`config.mk`:
```
export PLATFORM = sky130hd
export DESIGN_NAME = i2s_mic_rx_flat
export DESIGN_NICKNAME = d
export VERILOG_FILES = /design/src/rtl/i2s_mic_rx_if.sv /design/src/rtl/i2s_mic_rx.sv /design/src/flat_wrapper.sv
export SDC_FILE = /design/constraint.sdc
export NUM_CORES = 1
export LEC_CHECK = 0
export ABC_AREA = 1
export CAP_MARGIN = 20
export CELL_PAD_IN_SITES_DETAIL_PLACEMENT = 1
export CELL_PAD_IN_SITES_GLOBAL_PLACEMENT = 1
export CORE_UTILIZATION = 48
export DETAILED_ROUTE_END_ITERATION = 10
export DONT_BUFFER_PORTS = 1
export PLACE_DENSITY_LB_ADDON = 0.1
export SYNTH_ARGS = -nofsm -noshare
export SYNTH_HDL_FRONTEND = slang
export SYNTH_SLANG_ARGS = --single-unit
export TNS_END_PERCENT = 20
```
`constraint.sdc`:
```
create_clock -name clk -period 4.3 [get_ports clk]
set_input_delay 1.075 -clock clk [delete_from_list [all_inputs] [get_ports clk]]
set_output_delay 1.075 -clock clk [all_outputs]
set_load 0.005 [all_outputs]
```
`src/rtl/i2s_mic_rx_if.sv`:
```
// PCM sample bus between the I2S microphone receiver and its consumer.
// The receiver drives the master side; the sample buffer listens as slave.
interface i2s_mic_rx_if #(
    parameter int OUT_BITS = 16
);
    logic [OUT_BITS-1:0] pcm_out;
    logic                pcm_ready;

    modport master (
        output pcm_out,
        output pcm_ready
    );

    modport slave (
        input pcm_out,
        input pcm_ready
    );
endinterface

```
`src/rtl/i2s_mic_rx.sv`:
```
// I2S master receiver for a MEMS microphone: generates SCK/WS, deserialises
// one channel of 24-in-32 data and emits a truncated signed PCM sample.
module i2s_mic_rx #(
    parameter int CLK_DIV   = 4,
    parameter int SLOT_BITS = 32,
    parameter int DATA_BITS = 24,
    parameter int OUT_BITS  = 16,
    parameter int CHANNEL   = 0
) (
    input  logic         clk,
    input  logic         rst_n,
    input  logic         en,
    input  logic         M_DATA,
    output logic         M_CLK,
    output logic         M_LRCLK,
    output logic         M_LRSEL,
    i2s_mic_rx_if.master pcm
);
    localparam int DW = (CLK_DIV > 1) ? $clog2(CLK_DIV) : 1;
    localparam int BW = $clog2(2 * SLOT_BITS);

    localparam logic [DW-1:0] DIV_LAST  = DW'(CLK_DIV - 1);
    localparam logic [BW-1:0] BIT_LAST  = BW'(2 * SLOT_BITS - 1);
    localparam logic [BW-1:0] SLOT_LEN  = BW'(SLOT_BITS);
    localparam logic [BW-1:0] DATA_LAST = BW'(DATA_BITS);
    localparam logic          CH        = (CHANNEL != 0);

    logic [DW-1:0]        div_cnt;
    logic [BW-1:0]        bit_cnt;
    logic                 sck;
    logic                 ws;
    logic [DATA_BITS-2:0] sh;
    logic [OUT_BITS-1:0]  pcm_q;
    logic                 rdy_q;

    logic                 tick;
    logic                 slot;
    logic [BW-1:0]        pos;
    logic [BW-1:0]        bit_nxt;
    logic                 in_data;
    logic [DATA_BITS-1:0] sh_nxt;

    // Half-period boundary of SCK; rise vs fall is decided by the current level.
    assign tick    = (div_cnt == DIV_LAST);
    assign slot    = (bit_cnt >= SLOT_LEN);
    assign pos     = slot ? (bit_cnt - SLOT_LEN) : bit_cnt;
    assign bit_nxt = (bit_cnt == BIT_LAST) ? '0 : (bit_cnt + BW'(1));
    // Position 0 is the I2S delay bit; positions past the data are tri-stated.
    assign in_data = (slot == CH) && (pos != '0) && (pos <= DATA_LAST);
    assign sh_nxt  = {sh, M_DATA};

    // Divider, bit counter, WS generation and capture of the selected slot.
    always_ff @(posedge clk) begin
        if (!rst_n) begin
            div_cnt <= '0;
            bit_cnt <= '0;
            sck     <= 1'b0;
            ws      <= 1'b0;
            sh      <= '0;
            pcm_q   <= '0;
            rdy_q   <= 1'b0;
        end else if (!en) begin
            div_cnt <= '0;
            bit_cnt <= '0;
            sck     <= 1'b0;
            ws      <= 1'b0;
            sh      <= '0;
            rdy_q   <= 1'b0;
        end else begin
            rdy_q <= 1'b0;
            if (tick) begin
                div_cnt <= '0;
                sck     <= ~sck;
                if (!sck) begin
                    if (in_data) begin
                        sh <= sh_nxt[DATA_BITS-2:0];
                        if (pos == DATA_LAST) begin
                            pcm_q <= sh_nxt[DATA_BITS-1 -: OUT_BITS];
                            rdy_q <= 1'b1;
                        end
                    end
                end else begin
                    bit_cnt <= bit_nxt;
                    ws      <= (bit_nxt >= SLOT_LEN);
                end
            end else begin
                div_cnt <= div_cnt + DW'(1);
            end
        end
    end

    assign M_CLK         = sck;
    assign M_LRCLK       = ws;
    assign M_LRSEL       = CH;
    assign pcm.pcm_out   = pcm_q;
    assign pcm.pcm_ready = rdy_q;
endmodule
```
`src/flat_wrapper.sv`:
```
// flat-port wrapper written by rule: the top's interface ports become plain ports
module i2s_mic_rx_flat 
#(
    parameter int CLK_DIV   = 4,
    parameter int SLOT_BITS = 32,
    parameter int DATA_BITS = 24,
    parameter int OUT_BITS  = 16,
    parameter int CHANNEL   = 0
)
  (clk, rst_n, en, M_DATA, M_CLK, M_LRCLK, M_LRSEL, pcm_pcm_out, pcm_pcm_ready);
  i2s_mic_rx_if #(.OUT_BITS(OUT_BITS)) pcm_i ();
  input  logic clk;
  input  logic rst_n;
  input  logic en;
  input  logic M_DATA;
  output logic M_CLK;
  output logic M_LRCLK;
  output logic M_LRSEL;
  output wire logic [$bits(pcm_i.pcm_out)-1:0] pcm_pcm_out;
  output wire logic [$bits(pcm_i.pcm_ready)-1:0] pcm_pcm_ready;
  assign pcm_pcm_out = pcm_i.pcm_out;
  assign pcm_pcm_ready = pcm_i.pcm_ready;
  i2s_mic_rx #(.CLK_DIV(CLK_DIV), .SLOT_BITS(SLOT_BITS), .DATA_BITS(DATA_BITS), .OUT_BITS(OUT_BITS), .CHANNEL(CHANNEL)) u_core (.clk(clk), .rst_n(rst_n), .en(en), .M_DATA(M_DATA), .M_CLK(M_CLK), .M_LRCLK(M_LRCLK), .M_LRSEL(M_LRSEL), .pcm(pcm_i));
endmodule
```
## Word-level counts from Yosys, hierarchy flattened

Cells that the tools add are included.

- Multiply operators: 0
- Multiplexer cells: 3
- Shifts and indexed selects: 0
- Eq/ne operators: 3
- Div/mod/pow operators: 0
- Bitwise operators: 6
- Add/sub/neg operators: 3
- Reductions and logical operators: 9
- Order comparisons: 3

Operators by type and width:

| cell | count |
|---|---|
| $ge A6 B6 Y1 const B | 2 |
| $mux W6 | 2 |
| $add A6 B1 Y6 const B | 1 |
| $eq A6 B5 Y1 const B | 1 |
| $eq A6 B6 Y1 const B | 1 |
| $le A6 B5 Y1 const B | 1 |
| $not A1 Y1 | 6 |
| $reduce_bool A6 Y1 | 1 |
| $sub A6 B6 Y6 const B | 1 |
| $reduce_and A5 Y1 | 1 |
| $reduce_or A5 Y1 | 1 |
| $reduce_and A2 Y1 | 2 |
| $reduce_and A3 Y1 | 1 |
| $reduce_or A3 Y1 | 1 |
| $add A2 B1 Y2 const B | 1 |
| $eq A2 B2 Y1 const B | 1 |
| $logic_and A1 B1 Y1 | 2 |
| $mux W1 | 1 |

- Memory bits (read-only): 0
- Output and inout bits: 20
- Word-level logic and storage cells: 34
- Memories: 0
- Latch bits: 0
- RAM bits: 0
- Input port bits: 4
- Flip-flop bits (word level): 50

## Longest topological paths before layout

Gate-level depths: netlist (run 1).

- Depth after elaboration: 7
- Mapped depth: 11

## Worst setup path before layout (run 1)

No wires, ideal clock.

- Path type: input -> register
- Start point: input port rst_n
- End point: register u_core.sh[10]
- Required time: 4.236 ns
- Arrival time: 1.801 ns
- Path slack: 2.435 ns
- Stages: 6
- Path buffers: 2
- Library setup time: 0.064 ns
- Cells stage by stage: buf_2 nand2_1 inv_1 buf_2 nand2_1 nor2_1

- Cells in the longest elaborated chain, start to end: 1

RTL lines:

| element | line | RTL |
|---|---|---|
| start, declared | flat_wrapper.sv:13 | `input logic rst_n;` |
| $reduce_and A2 Y1 (no source line) | - |  |
| end signal, assigned | i2s_mic_rx.sv:76 | `sh <= sh_nxt[DATA_BITS-2:0];` |
| end, declared | i2s_mic_rx.sv:32 | `logic [DATA_BITS-2:0] sh;` |

Every way passes these cells.
A chain may end at the register's enable or synchronous reset.

## Worst setup path after layout (run 1)

- Start point: register u_core.bit_cnt[0]
- End point: register u_core.pcm_q[0], in the netlist u_core.pcm.pcm_out[0]

- Cells in the longest elaborated chain, start to end: 6
- Elaborated cells between the ends (all ways): 10

RTL lines:

| element | line | RTL |
|---|---|---|
| start, declared | i2s_mic_rx.sv:29 | `logic [BW-1:0] bit_cnt;` |
| start signal, assigned | i2s_mic_rx.sv:83 | `bit_cnt <= bit_nxt;` |
| parallel branches: the longest is 5 deep, another holds $sub A6 B6 Y6 | - |  |
| $reduce_and A5 Y1 (no source line) * | - |  |
| end signal, assigned | i2s_mic_rx.sv:78 | `pcm_q <= sh_nxt[DATA_BITS-1 -: OUT_BITS];` |
| end, declared | i2s_mic_rx.sv:33 | `logic [OUT_BITS-1:0] pcm_q;` |

Mark *: on every way between the ends.

==> impl_metrics.yaml, run 1 <==
placement:
  place_hpwl_um: 3130
  gp_congestion: 0.802
  dpl_cell_area_um2: 2100
  place_ws_ns: 2.08
  port_buffers: 0
finish:
  fillers: 567
  seqCellArea_um2: 981
  drive_above_1_share_pct: 6.98
  n_antenna_cell: 0
  multi_input_area_um2: 928
  num-nets-final: 307
  fin_area_um2: 2200
  areaGrowthSynthToFinish_pct: 3.91
clock_network:
  cts_tree: "built"
  clock_path_buffers: 2
  root_buffer: "clkbuf_8"
  hold_buffers: 0
  ctsResizeCount: 0
  cts_setup_buffers: 0
  clock_latency_ns: 0.30
  htree_levels: 2
  path_clk_slew_ns: 0.09
  numCtsBuffers: 5
  clock_sinks: 49
logic_synthesis:
  synth_area_um2: 2110
  yosys.area.top_type: "dfxtp_1"
  synth_cell_types: 22
  async_reset_ff_share_pct: 0
  syn_area_per_cell_um2: 6.93
  synth-main-ff-cell: "dfxtp_1"
  synth_cells: 305
  synth_edf_count: 0
  synth_nets: 312
  seq_area_frac_synth_pct: 46.4
  yosysWarnings: 0
  synth_common_cells: "nor2_1 (89), nand2_1 (80), dfxtp_1 (49)"
  ys_top_cells_by_area: "dfxtp_1 (46%), nor2_1 (16%), nand2_1 (14%)"
  synth_most_common_cell: "nor2_1"
  synth_seq_cells: 49
  synth_top_area_share_pct: 46.4
worst_setup_path:
  end_kind: "register"
  criticalPathCategory: "reg -> reg"
  reg2reg_depth: 10
  critPathArrivalTime_ns: 2.15
  start_kind: "register"
  cp_max_fo: 16
  worstPathRequired_ns: 4.50
floorplanning:
  core-area_um2: 4120
  die_y_um: 68.4
  initial_utilization_pct: 51.4
  die-area_um2: 4670
  die_w_um: 68.4
  rows: 23
  io_pins: 24
power:
  p_leak_uw: 0.00109
  ir_worst_vdd_mv: 0.239
  powerDensity_nw_per_um2: 345
global_routing:
  gr-usage-all-layers_pct: 20.8
  antenna_found_initial: 0
  gr-total-overflow: 0
  grt_pass1_wl_um: 7070
  grt_max_degree: 47
  grt_pass1_vias: 1622
sta:
  fmax_mhz: 514
  tns_ns: 0
  setup_slack_ns: 2.36
  rsz0062_at_grt: "no"
  hold_violations: 0
  hold_ws_ns: 0.435
  period_share_pct: 45.2
  slew_headroom_pct: 49.3
  max_slew.worst_pin.slew_ns: 0.759
  setup_viol: 0
  maxSlewViolCount: 0
  skew_ns: 0.00676
  fin_crit_ns: 1.94
drt:
  drc: 0
  drt_iter0_markers: 65
  routedWlPerCell_um: 12.3
  vias: 1695
  viasPerCell: 4.83
  drt-pass1-iter-count: 4
  ant_nets: 0
  wirelength_um: 4320
run_status:
  status: "complete, no violations"
min_path:
  hold_depth: 1
  hold_class: "reg -> reg"
run:
  maxCapViolCount: 0
==> worst max-delay path, stage by stage (launching register included) <==
cell and delay (ns):
dfxtp_1 0.37, inv_1 0.09, ha_1 0.22, inv_1 0.07, nor2_1 0.06, nand2_2 0.11
inv_1 0.06, nor2_2 0.52, nand3_1 0.23, nand2_1 0.11, nor2_1 0.04
==> stage by stage <==
| stage | power (uW) | utilization (%) | std cells |
|---|---|---|---|
| 5_1_grt | 785 | 53.4 | 351 |
| 2_1_floorplan | 478 | - | 305 |
| 3_5_place_dp | 477 | 50.9 | 343 |
| 4_1_cts | 768 | 53.4 | 351 |
| 6_report | 758 | 53.4 | 351 |
| 3_3_place_gp | 477 | 50.9 | 343 |
==> power breakdown <==
| part | internal, uW | switching (uW) | total, uW | leakage (uW) |
|---|---|---|---|---|
| Combinational | 3.53 | 7.95 | 11.5 | 0.000637 |
| Clock | 145 | 146 | 291 | 0.0000542 |
| Sequential | 454 | 0.457 | 455 | 0.000395 |
==> flip-flops by register name, indices dropped and copies added (netlist names) <==
name	flops
u_core.sh	23
u_core.pcm.pcm_out	16
u_core.bit_cnt	5
u_core.div_cnt	2
u_core.M_CLK	1
u_core.M_LRCLK	1
u_core.pcm.pcm_ready	1
==> area by class of cell <==
class                   count  area share [%]
clock buffers               7            4.38
clock inverters             1           0.228
well taps                  50            2.85
inverters                  33            5.64
multi-input cells         211            42.3
flip-flops and latches     49            44.6
==> cells by family after synthesis <==
kind of cell / Yosys count / share of synthesized area [%]
AO/OA/AOI/OAI: 4 / 1.07
other: 1 / 0.177
flip-flops: 49 / 46.4
AND/OR/NAND/NOR: 203 / 40.9
buffers and inverters: 45 / 9.70
adder cells (fa/ha/maj): 3 / 1.78
==> routing by layer <==
layer	GRT usage, %	routed length (um)	vias up	part of all wire, %
met5	0	0	-	0
met4	8.33	84	0	1.9
met3	5.67	103	6	2.4
met2	38.7	2250	21	52
met1	21.7	1880	774	44
li1	-	-	894	-
==> worst paths after layout <==
path / from / endpoint / slack, ns
hold reg to reg: u_core.div_cnt[0]$_SDFF_PP0_ / u_core.div_cnt[0]$_SDFF_PP0_ / 0.44
hold / removal: u_core.div_cnt[0]$_SDFF_PP0_ / u_core.div_cnt[0]$_SDFF_PP0_ / 0.44
setup reg to reg: u_core.bit_cnt[0]$_SDFFE_PN0P_ / u_core.pcm.pcm_out[0]$_SDFFE_PN0P_ / 2.36
setup / recovery: u_core.bit_cnt[0]$_SDFFE_PN0P_ / u_core.pcm.pcm_out[0]$_SDFFE_PN0P_ / 2.36
==> cell usage in the layout, fill, tap and decap left out <==
cell type   n
nor2_1     89
dfxtp_1    49
o21ai_0     1
ha_1        3
a21oi_1     2
inv_2       2
conb_1      1
nor2_2      2
inv_1      31
a211oi_1    1
nor3b_1     3
nor2_4      3
clkbuf_8    7
nand2_1    80
nor3_1      3
and3_1      1
nand2_2     3
nand4_4     1
nand3_2     2
clkinv_2    1
nand3_1    16
Note: power is estimated with default switching activity, not from simulation.
==> run 2: changes to the inputs <==
--- a/config.mk
+++ b/config.mk
@@ -9,7 +9,7 @@
 export CAP_MARGIN = 20
 export CELL_PAD_IN_SITES_DETAIL_PLACEMENT = 1
 export CELL_PAD_IN_SITES_GLOBAL_PLACEMENT = 1
-export CORE_UTILIZATION = 48
+export CORE_UTILIZATION = 44
 export DETAILED_ROUTE_END_ITERATION = 10
 export DONT_BUFFER_PORTS = 1
 export PLACE_DENSITY_LB_ADDON = 0.1
==> constraint.sdc (replaced) <==
create_clock -name clk -period 1.8 [get_ports clk]
set_input_delay 0.45 -clock clk [delete_from_list [all_inputs] [get_ports clk]]
set_output_delay 0.45 -clock clk [all_outputs]
set_load 0.005 [all_outputs]
==> run 2 against run 1 <==
  * The run now ends with DRC left
  * Cell count grew 1.7%
  * Routed wire length is 1.3% higher
  * Via count fell by 0.94%
==> impl_metrics.yaml, run 2 (synthesis results as in run 1) <==
run_status:
  status: "complete, but fails checks"
  violations: "DRC"
clock_network:
  root_buffer: "clkbuf_8"
  cts_tree: "built"
  clock_sinks: 49
  clock_path_buffers: 2
  htree_levels: 2
  path_clk_slew_ns: 0.09
  numCtsBuffers: 5
  clock_latency_ns: 0.30
  hold_buffers: 0
  cts_setup_buffers: 0
finish:
  fillers: 604
  fin_area_um2: 2280
  mostFrequentLayoutCell: "nor2_1"
  largest_register_ffs: 23
  areaGrowthSynthToFinish_pct: 7.87
  final_cell_mix: "nor2_1 (89), nand2_1 (79), dfxtp_1 (49), inv_1 (31), nand3_1 (16)"
  num-nets-final: 311
  drive_above_1_share_pct: 8.20
  n_antenna_cell: 0
  largest_register: "u_core.sh"
  seqCellArea_um2: 981
  multi_input_area_um2: 952
power:
  ir_worst_vdd_mv: 0.411
  p_leak_uw: 0.00111
  powerDensity_nw_per_um2: 832
worst_setup_path:
  crit_chain: "inv_1, ha_1, inv_1, nor2_1, nand2_2, nand4_4, nor2_1, nor2_1"
  reg2reg_depth: 8
  end_kind: "register"
  start_kind: "register"
  critPathArrivalTime_ns: 1.84
  regToRegSetupSlack_ns: 0.16
  cp_slowest_stage_delay_ns: 0.36
  cp_slowest_cell: "dfxtp_1"
  worstReg2RegEnd: "u_core.sh[20]$_SDFFE_PN0P_"
  cp_max_fo: 23
  crit_path_frequent_cell: "nor2_1"
  criticalPathCategory: "reg -> reg"
  worstPathRequired_ns: 2.00
  reg2reg_from: "u_core.bit_cnt[0]$_SDFFE_PN0P_"
placement:
  port_buffers: 0
  gp_congestion: 0.794
  place_hpwl_um: 2910
  dpl_cell_area_um2: 2150
sta:
  setup_viol: 0
  fin_crit_ns: 1.64
  maxSlewViolCount: 0
  rsz0062_at_grt: "no"
  fmax_mhz: 609
  tns_ns: 0
  period_share_pct: 91.3
  hold_violations: 0
  skew_ns: 0.00700
min_path:
  hold_depth: 2
  hp-start: "rst_n"
  whs_endpoint: "u_core.pcm.pcm_out[7]$_SDFFE_PN0P_"
  hold_class: "in -> reg"
run:
  maxCapViolCount: 0
floorplanning:
  initial_utilization_pct: 47.3
  core-area_um2: 4470
  die-area_um2: 5090
  die_w_um: 71.3
  die_y_um: 71.3
  io_pins: 24
  rows: 24
drt:
  drt_iter0_markers: 60
  wirelength_um: 4370
  ant_nets: 0
  drt-pass1-iter-count: 7
  vias: 1679
  routedWlPerCell_um: 12.2
  viasPerCell: 4.70
  drc: 2
global_routing:
  antenna_found_initial: 0
  gr-usage-all-layers_pct: 19.7
  grt_pass1_wl_um: 7850
  gr-total-overflow: 0
  grt_max_degree: 25
  grt_pass1_vias: 1752
-- run 2: cell types whose count changed in the layout (fill, tap and decap cells not counted), sizes merged --
cell and change:
clkbuf -1, buf +3, bufinv +1, nand4 +1
-- run 2: report_power, final --
| group | internal (uW) | switching [uW] | leakage [uW] |
|---|---|---|---|
| sequential | 1090 | 1.14 | 0.000395 |
| clock | 417 | 366 | 0.0000554 |
| combinational | 9.76 | 19.5 | 0.000658 |
-- run 2: worst max-delay path by stage --
| stage | start | endpoint | slack, ns | depth (start not counted) |
|---|---|---|---|---|
| floorplan | u_core.bit_cnt[0]$_SDFFE_PN0P_ | u_core.pcm.pcm_out[11]$_SDFFE_PN0P_ | 0.35 | 11 |
| global placement | u_core.bit_cnt[0]$_SDFFE_PN0P_ | u_core.sh[1]$_SDFFE_PN0P_ | 0.04 | 8 |
| detailed placement | u_core.bit_cnt[0]$_SDFFE_PN0P_ | u_core.sh[20]$_SDFFE_PN0P_ | -0.07 | 8 |
| CTS | u_core.bit_cnt[0]$_SDFFE_PN0P_ | u_core.sh[20]$_SDFFE_PN0P_ | 0.10 | 9 |
| global route | u_core.bit_cnt[0]$_SDFFE_PN0P_ | u_core.pcm.pcm_out[6]$_SDFFE_PN0P_ | 0.001 | 9 |
| finish | u_core.bit_cnt[0]$_SDFFE_PN0P_ | u_core.sh[20]$_SDFFE_PN0P_ | 0.16 | 8 |
-- run 2: what timing repair did --
item / CTS / global route
pin swaps: 0 / 0
setup endpoints to repair: 23 / 1
resized for setup: 1 / 1
cloned: 1 / 0
-- run 2: final cells by class --
type | instances | area share (%)
timing repair buffer | 3 | 2.08
clock buffer | 6 | 3.18
tap | 52 | 2.85
inverter | 33 | 5.43
clock inverter | 2 | 1.70
sequential | 49 | 43.0
multi-input combinational | 212 | 41.7
-- run 2: metal layers --
metal | up-vias | GRT usage [%] | wire length, um
li1 | 906 | - | -
met1 | 752 | 22.6 | 2060
met2 | 16 | 36.8 | 2160
met3 | 5 | 3.09 | 89
met4 | 0 | 6.67 | 57
met5 | - | 0 | 0
-- run 2: metrics by stage --
stage	std cells	setup WS, ns	hold WS [ns]	utilization, %	total power [uW]
floorplan	305	0.351	0.404	-	1140
global placement	348	0.0442	0.412	48.0	1140
detailed placement	348	-0.0744	0.427	48.0	1140
CTS	357	0.101	0.255	50.9	1930
global route	357	0.00138	0.251	51.0	1970
finish	357	0.157	0.261	51.0	1900
-- run 2: worst max-delay path, delay by kind of cell, from the launching register on --
family	cells	cell delay, ns
adders and majority gates	1	0.23
DFF	1	0.36
buffers and inverters	2	0.14
and+or+nand+nor	5	0.81
==> RTL edit 1 (settings of run 2) <==
`CLK_DIV` is set to 4 in 2 places; all go to 8.
--- a/src/rtl/i2s_mic_rx.sv
+++ b/src/rtl/i2s_mic_rx.sv
@@ -1,7 +1,7 @@
 // I2S master receiver for a MEMS microphone: generates SCK/WS, deserialises
 // one channel of 24-in-32 data and emits a truncated signed PCM sample.
 module i2s_mic_rx #(
-    parameter int CLK_DIV   = 4,
+    parameter int CLK_DIV   = 8,
     parameter int SLOT_BITS = 32,
     parameter int DATA_BITS = 24,
     parameter int OUT_BITS  = 16,
--- a/src/flat_wrapper.sv
+++ b/src/flat_wrapper.sv
@@ -1,7 +1,7 @@
 // flat-port wrapper written by rule: the top's interface ports become plain ports
 module i2s_mic_rx_flat 
 #(
-    parameter int CLK_DIV   = 4,
+    parameter int CLK_DIV   = 8,
     parameter int SLOT_BITS = 32,
     parameter int DATA_BITS = 24,
     parameter int OUT_BITS  = 16,
Behaviour: not the same (Yosys sat finds a counterexample within 10 cycles, from zero or initial values and one cycle with rst_n low).
==> RTL edit 1 against run 2 <==
The flow still finishes with violations (design-rule violations); worst setup slack better by 0.0097 ns; wire length is 2.2% lower; power shrank 4.0%; utilization increased by 0.22 points; count of clock-buffer cells in the layout unchanged; final cell count increased by 0.28%; synthesized area unchanged; cell area grew 0.44%; sequential cell count grew 1; critical path type unchanged; critical endpoint is now u_core.pcm.pcm_out[7].
==> RTL edit 1: results (changes against run 2) <==
- Hold Path End: u_core.pcm.pcm_out[2]
- Crit path DAT: 1.88 ns (+0.04 ns)
- Sequential-to-total area share from yosys stat: 47.3% (+0.95 points)
- Via count: 1707 (+1.7%)
- Count of cell types in the netlist: 25 (+14%)
- DPL Wire Length: 3050 um (+4.9%)
- Synth cell count leaders: nor2_1 (87), nand2_1 (74), dfxtp_1 (50)
- Dpl cells: 350 (+0.57%)
- Reg2reg end: u_core.pcm.pcm_out[7]
- Lkg Pwr: 1.15 nW (+3.9%)
- Max VDD drop: 0.000478 V (+16%)
- First-pass GRT wire length: 7560 um (-3.7%)
- Layout Cells excl Fill: 358 (+0.28%)
- RePlAce Congestion: 0.747 (-5.9%)
- DRC: 1 (-1)
- Fillers: 603 (-0.17%)
- Crit-path max FO: 9 (-61%)
- Wire length on met1: 1990 um (-3.4%)
- RR Startpoint: u_core.div_cnt[0]
- Cells taking the most area after synthesis: dfxtp_1 (47%), nor2_1 (15%), nand2_1 (13%)
- GRT Total Usage: 18.9% (-0.77 points)
- Met3 WL: 128 um (+44%)
- Total wire length: 4280 um (-2.2%)
- Failing checks: design-rule violations
- Worst reg-to-reg path cell count: 11 (+3)
- Post-synth top area share: 47.3% (+0.95 points)
- Routed length on met2: 2110 um (-2.2%)
- Status: finished with violations
- Pre-Repair DR Iteration Count: 6 (-1)
- Fraction of layout cells with a size suffix above 1: 8.50% (+0.30 points)
- Iteration-0 DRC Markers: 53 (-12%)
- Clk_skew: 0.00544 ns (-0.00156 ns)
[RTL edit 1: worst max path at each step]
stage,startpoint,endpoint,depth (start not counted)
floorplan,u_core.div_cnt[0],u_core.pcm.pcm_out[0],11
global placement,u_core.div_cnt[0],u_core.pcm.pcm_out[13],11
detailed placement,u_core.div_cnt[0],u_core.pcm.pcm_out[7],11
CTS,u_core.div_cnt[0],u_core.pcm.pcm_out[7],11
global route,u_core.div_cnt[0],u_core.M_LRCLK,8
finish,u_core.div_cnt[0],u_core.pcm.pcm_out[7],11
[RTL edit 1: metrics by stage]
| step | hold slack (ns) | setup slack (ns) | cell area [sq um] |
|---|---|---|---|
| 2_1_floorplan | 0.404 | 0.237 | 2110 |
| 3_3_place_gp | 0.411 | 0.216 | 2190 |
| 3_5_place_dp | 0.441 | 0.111 | 2190 |
| 4_1_cts | 0.245 | 0.0951 | 2290 |
| 5_1_grt | 0.250 | 0.0230 | 2290 |
| 6_report | 0.255 | 0.167 | 2290 |
[RTL edit 1: cells by family after synthesis]
group	after synthesis	synth area share (%)
adder cells (fa/ha/maj)	4	2.37
AND/OR/NAND/NOR	195	38.4
flip-flops	50	47.3
AO/OA/AOI/OAI	5	1.36
buffers and inverters	48	9.94
XOR/XNOR	1	0.414
other	1	0.177
[RTL edit 1: cell type report]
type,count,area share [%]
clock inverter,2,0.546
sequential,50,43.7
clock buffer,6,3.60
inverter,35,5.73
timing repair buffer,7,3.93
tap,52,2.84
multi-input combinational,206,39.7
[RTL edit 1: power breakdown]
part	switching [mW]	internal, mW
logic	0.0206	0.0105
clock network	0.373	0.309
registers	0.00118	1.11
[RTL edit 1: repair_timing]
item	in CTS	in global routing
setup endpoints to repair	0	8
hold buffers	0	0
resized for setup	0	2
[RTL edit 1: per-layer routing]
layer,GRT usage (%),vias up
li1,-,907
met1,22.1,780
met2,34.2,15
met3,5.06,5
met4,4.67,0
met5,0,-
==> RTL edit 2 (settings of run 2) <==
Made on the original files. Make the reset (`rst_n`) asynchronous in one clocked block.
--- a/src/rtl/i2s_mic_rx.sv
+++ b/src/rtl/i2s_mic_rx.sv
@@ -50,7 +50,7 @@
     assign sh_nxt  = {sh, M_DATA};
 
     // Divider, bit counter, WS generation and capture of the selected slot.
-    always_ff @(posedge clk) begin
+    always_ff @(posedge clk or negedge rst_n) begin
         if (!rst_n) begin
             div_cnt <= '0;
             bit_cnt <= '0;
Formal check against the unedited RTL: differs if rst_n is asserted again (counterexample within 10 cycles, from zero or initial values and one cycle with rst_n low); with rst_n held inactive, the same outputs for 10 cycles.
==> RTL edit 2 against run 2 <==
Worst hold slack worse by 0.26 ns; cell area increased by 4.2%; global-route usage shrank 0.065 points; sequential cell count up 1; sequential share of layout area is 9.6 points higher; synthesized area grew 3.1%; worst setup slack improved by 0.052 ns; first-iteration DRC count grew 52%; critical path depth up 2; maximum frequency up 3.2%; wire length is 5.0% higher; largest cell class unchanged; highest routed layer unchanged.
Power is not compared: it rests on default switching activity, and its combinational part moved more than twofold at a synthesized area within 25%.
==> RTL edit 2: results (changes against run 2) <==
- Status: completed
- Dpl cells: 308 (-11%)
- Met1 Use GR: 25.6% (+2.9 points)
- Async SR Flop Fraction: 100% (+100 points)
- Lkg Pwr: 1.27 nW
- DPL Wire Length: 2870 um (-1.4%)
- Initial antenna violation count: 0 (unchanged)
- Mapped Nets: 254 (-19%)
- Place WS: 0.225 ns (+0.299 ns)
- Number of diodes: 0 (unchanged)
- Worst skew pair latency: 0.29 ns
- Total wire length: 4590 um (+5.0%)
- H-tree levels: 2 (unchanged)
- Synth Area in Compound Gates: 3.04% (+2.0 points)
- HP Class: in -> async
- Cell Area, Placed: 2250 sq um (+5.1%)
- Synth warnings: 0 (unchanged)
- WL/cell: 14.5 um (+18%)
- Synth cell count leaders: nand2_1 (91), dfrtp_1 (50), nand3_1 (30)
- Max clock buf depth: 2 (unchanged)
- RePlAce Congestion: 0.837 (+5.5%)
- Crit path DAT: 1.78 ns (-0.06 ns)
- Syn Area/Cell: 8.83 sq um (+27%)
- Crit-path max cell delay: 0.44 ns (+0.08 ns)
- Root buf cell: clkbuf_8
- Biggest register: u_core.sh
- Routed length on met2: 2250 um (+3.9%)
- Post-synth top area cell: dfrtp_1
- Largest net degree at the start of global routing: 51 (+100%)
- IO Port Bufs: 0 (unchanged)
- Sequential-to-total area share from yosys stat: 57.4% (+11 points)
- Met3 WL: 102 um (+15%)
- Clock transition at path regs: 0.09 ns (about the same)
- First-pass GRT wire length: 7980 um (+1.6%)
- Clk_skew: 0.00807 ns (+0.00107 ns)
- Int Pwr: 1.50 mW
- Crit-path max FO: 16 (-30%)
- Max VDD drop: 0.000461 V
- Post-Synth Adder-Cell Area: 1.72% (-0.054 points)
- GR Util met3: 4.58% (+1.5 points)
- Via density: 5.24 (+11%)
- Pre-Repair DR Iteration Count: 4 (-3)
- Cells taking the most area after synthesis: dfrtp_1 (57%), nand2_1 (16%), nand3_1 (6.9%)
- Largest register FFs: 23 (unchanged)
- Synth Area in XOR/XNOR: 0.402% (+0.40 points)
- CP delay by family, top: simple AND/OR/NAND/NOR gates
- GRT Total Usage: 19.6% (-0.065 points)
- Fraction of layout cells with a size suffix above 1: 9.60% (+1.4 points)
- Nets: 256 (-18%)
- Cts repair resizes: 0 (-1)
- Count of cell types in the netlist: 23 (+4.5%)
- Number of global-route vias before repair: 1710 (-2.4%)
- Top layer in use: met4
- Wire length on met1: 2210 um (+7.3%)
- Met2 global-route usage: 33.4% (-3.4 points)
- Post-synthesis mux area share: 0.516% (+0.52 points)
- Total CTS buffers: 5 (unchanged)
- Iteration-0 DRC Markers: 91 (+52%)
- Slowest-stage cell, CP: dfrtp_1
-- RTL edit 2: changes by cell type after synthesis, moves of 14 or more --
cell / run 2 / this run
dfxtp_1: 49 / 0
nand3_1: 16 / 30
nand4_1: 0 / 23
nor2_1: 89 / 6
inv_1: 31 / 11
dfrtp_1: 0 / 50
-- RTL edit 2: worst paths after layout --
kind                                        start                endpoint  slack [ns]  cells past startpoint
worst max-delay path            u_core.bit_cnt[0]  u_core.pcm.pcm_out[13]        0.21                     10
worst min-delay path                        rst_n       u_core.bit_cnt[4]       0.001                      1
min in group clk                               en       u_core.div_cnt[1]        0.25                      2
worst max register to register  u_core.bit_cnt[0]  u_core.pcm.pcm_out[13]        0.21                     10
max in group asynchronous                   rst_n       u_core.div_cnt[0]        1.58                      1
worst min register to register  u_core.div_cnt[0]       u_core.div_cnt[0]        0.44                      1
-- RTL edit 2: power groups by stage --
stage	clock network, mW	registers, mW	logic [mW]
floorplan	0	1.18	0.0998
CTS	0.695	1.16	0.151
detailed placement	0	1.19	0.120
finish	0.675	1.16	0.148
global placement	0	1.19	0.118
global route	0.742	1.17	0.168
-- RTL edit 2: final cells by class --
| class | instances | area (sq um) |
|---|---|---|
| Fill cell | 569 | 2380 |
| Tap cell | 67 | 83.8 |
| Multi-Input combinational cell | 170 | 810 |
| Inverter | 13 | 50.0 |
| Clock inverter | 2 | 12.5 |
| Sequential cell | 50 | 1250 |
| Clock buffer | 6 | 82.6 |
| Timing Repair Buffer | 9 | 87.6 |
-- RTL edit 2: what timing repair did --
| action | in CTS | in global routing |
|---|---|---|
| setup buffers | 0 | 0 |
| hold buffers | 1 | 0 |
| endpoints found under the hold margin | 50 | 0 |
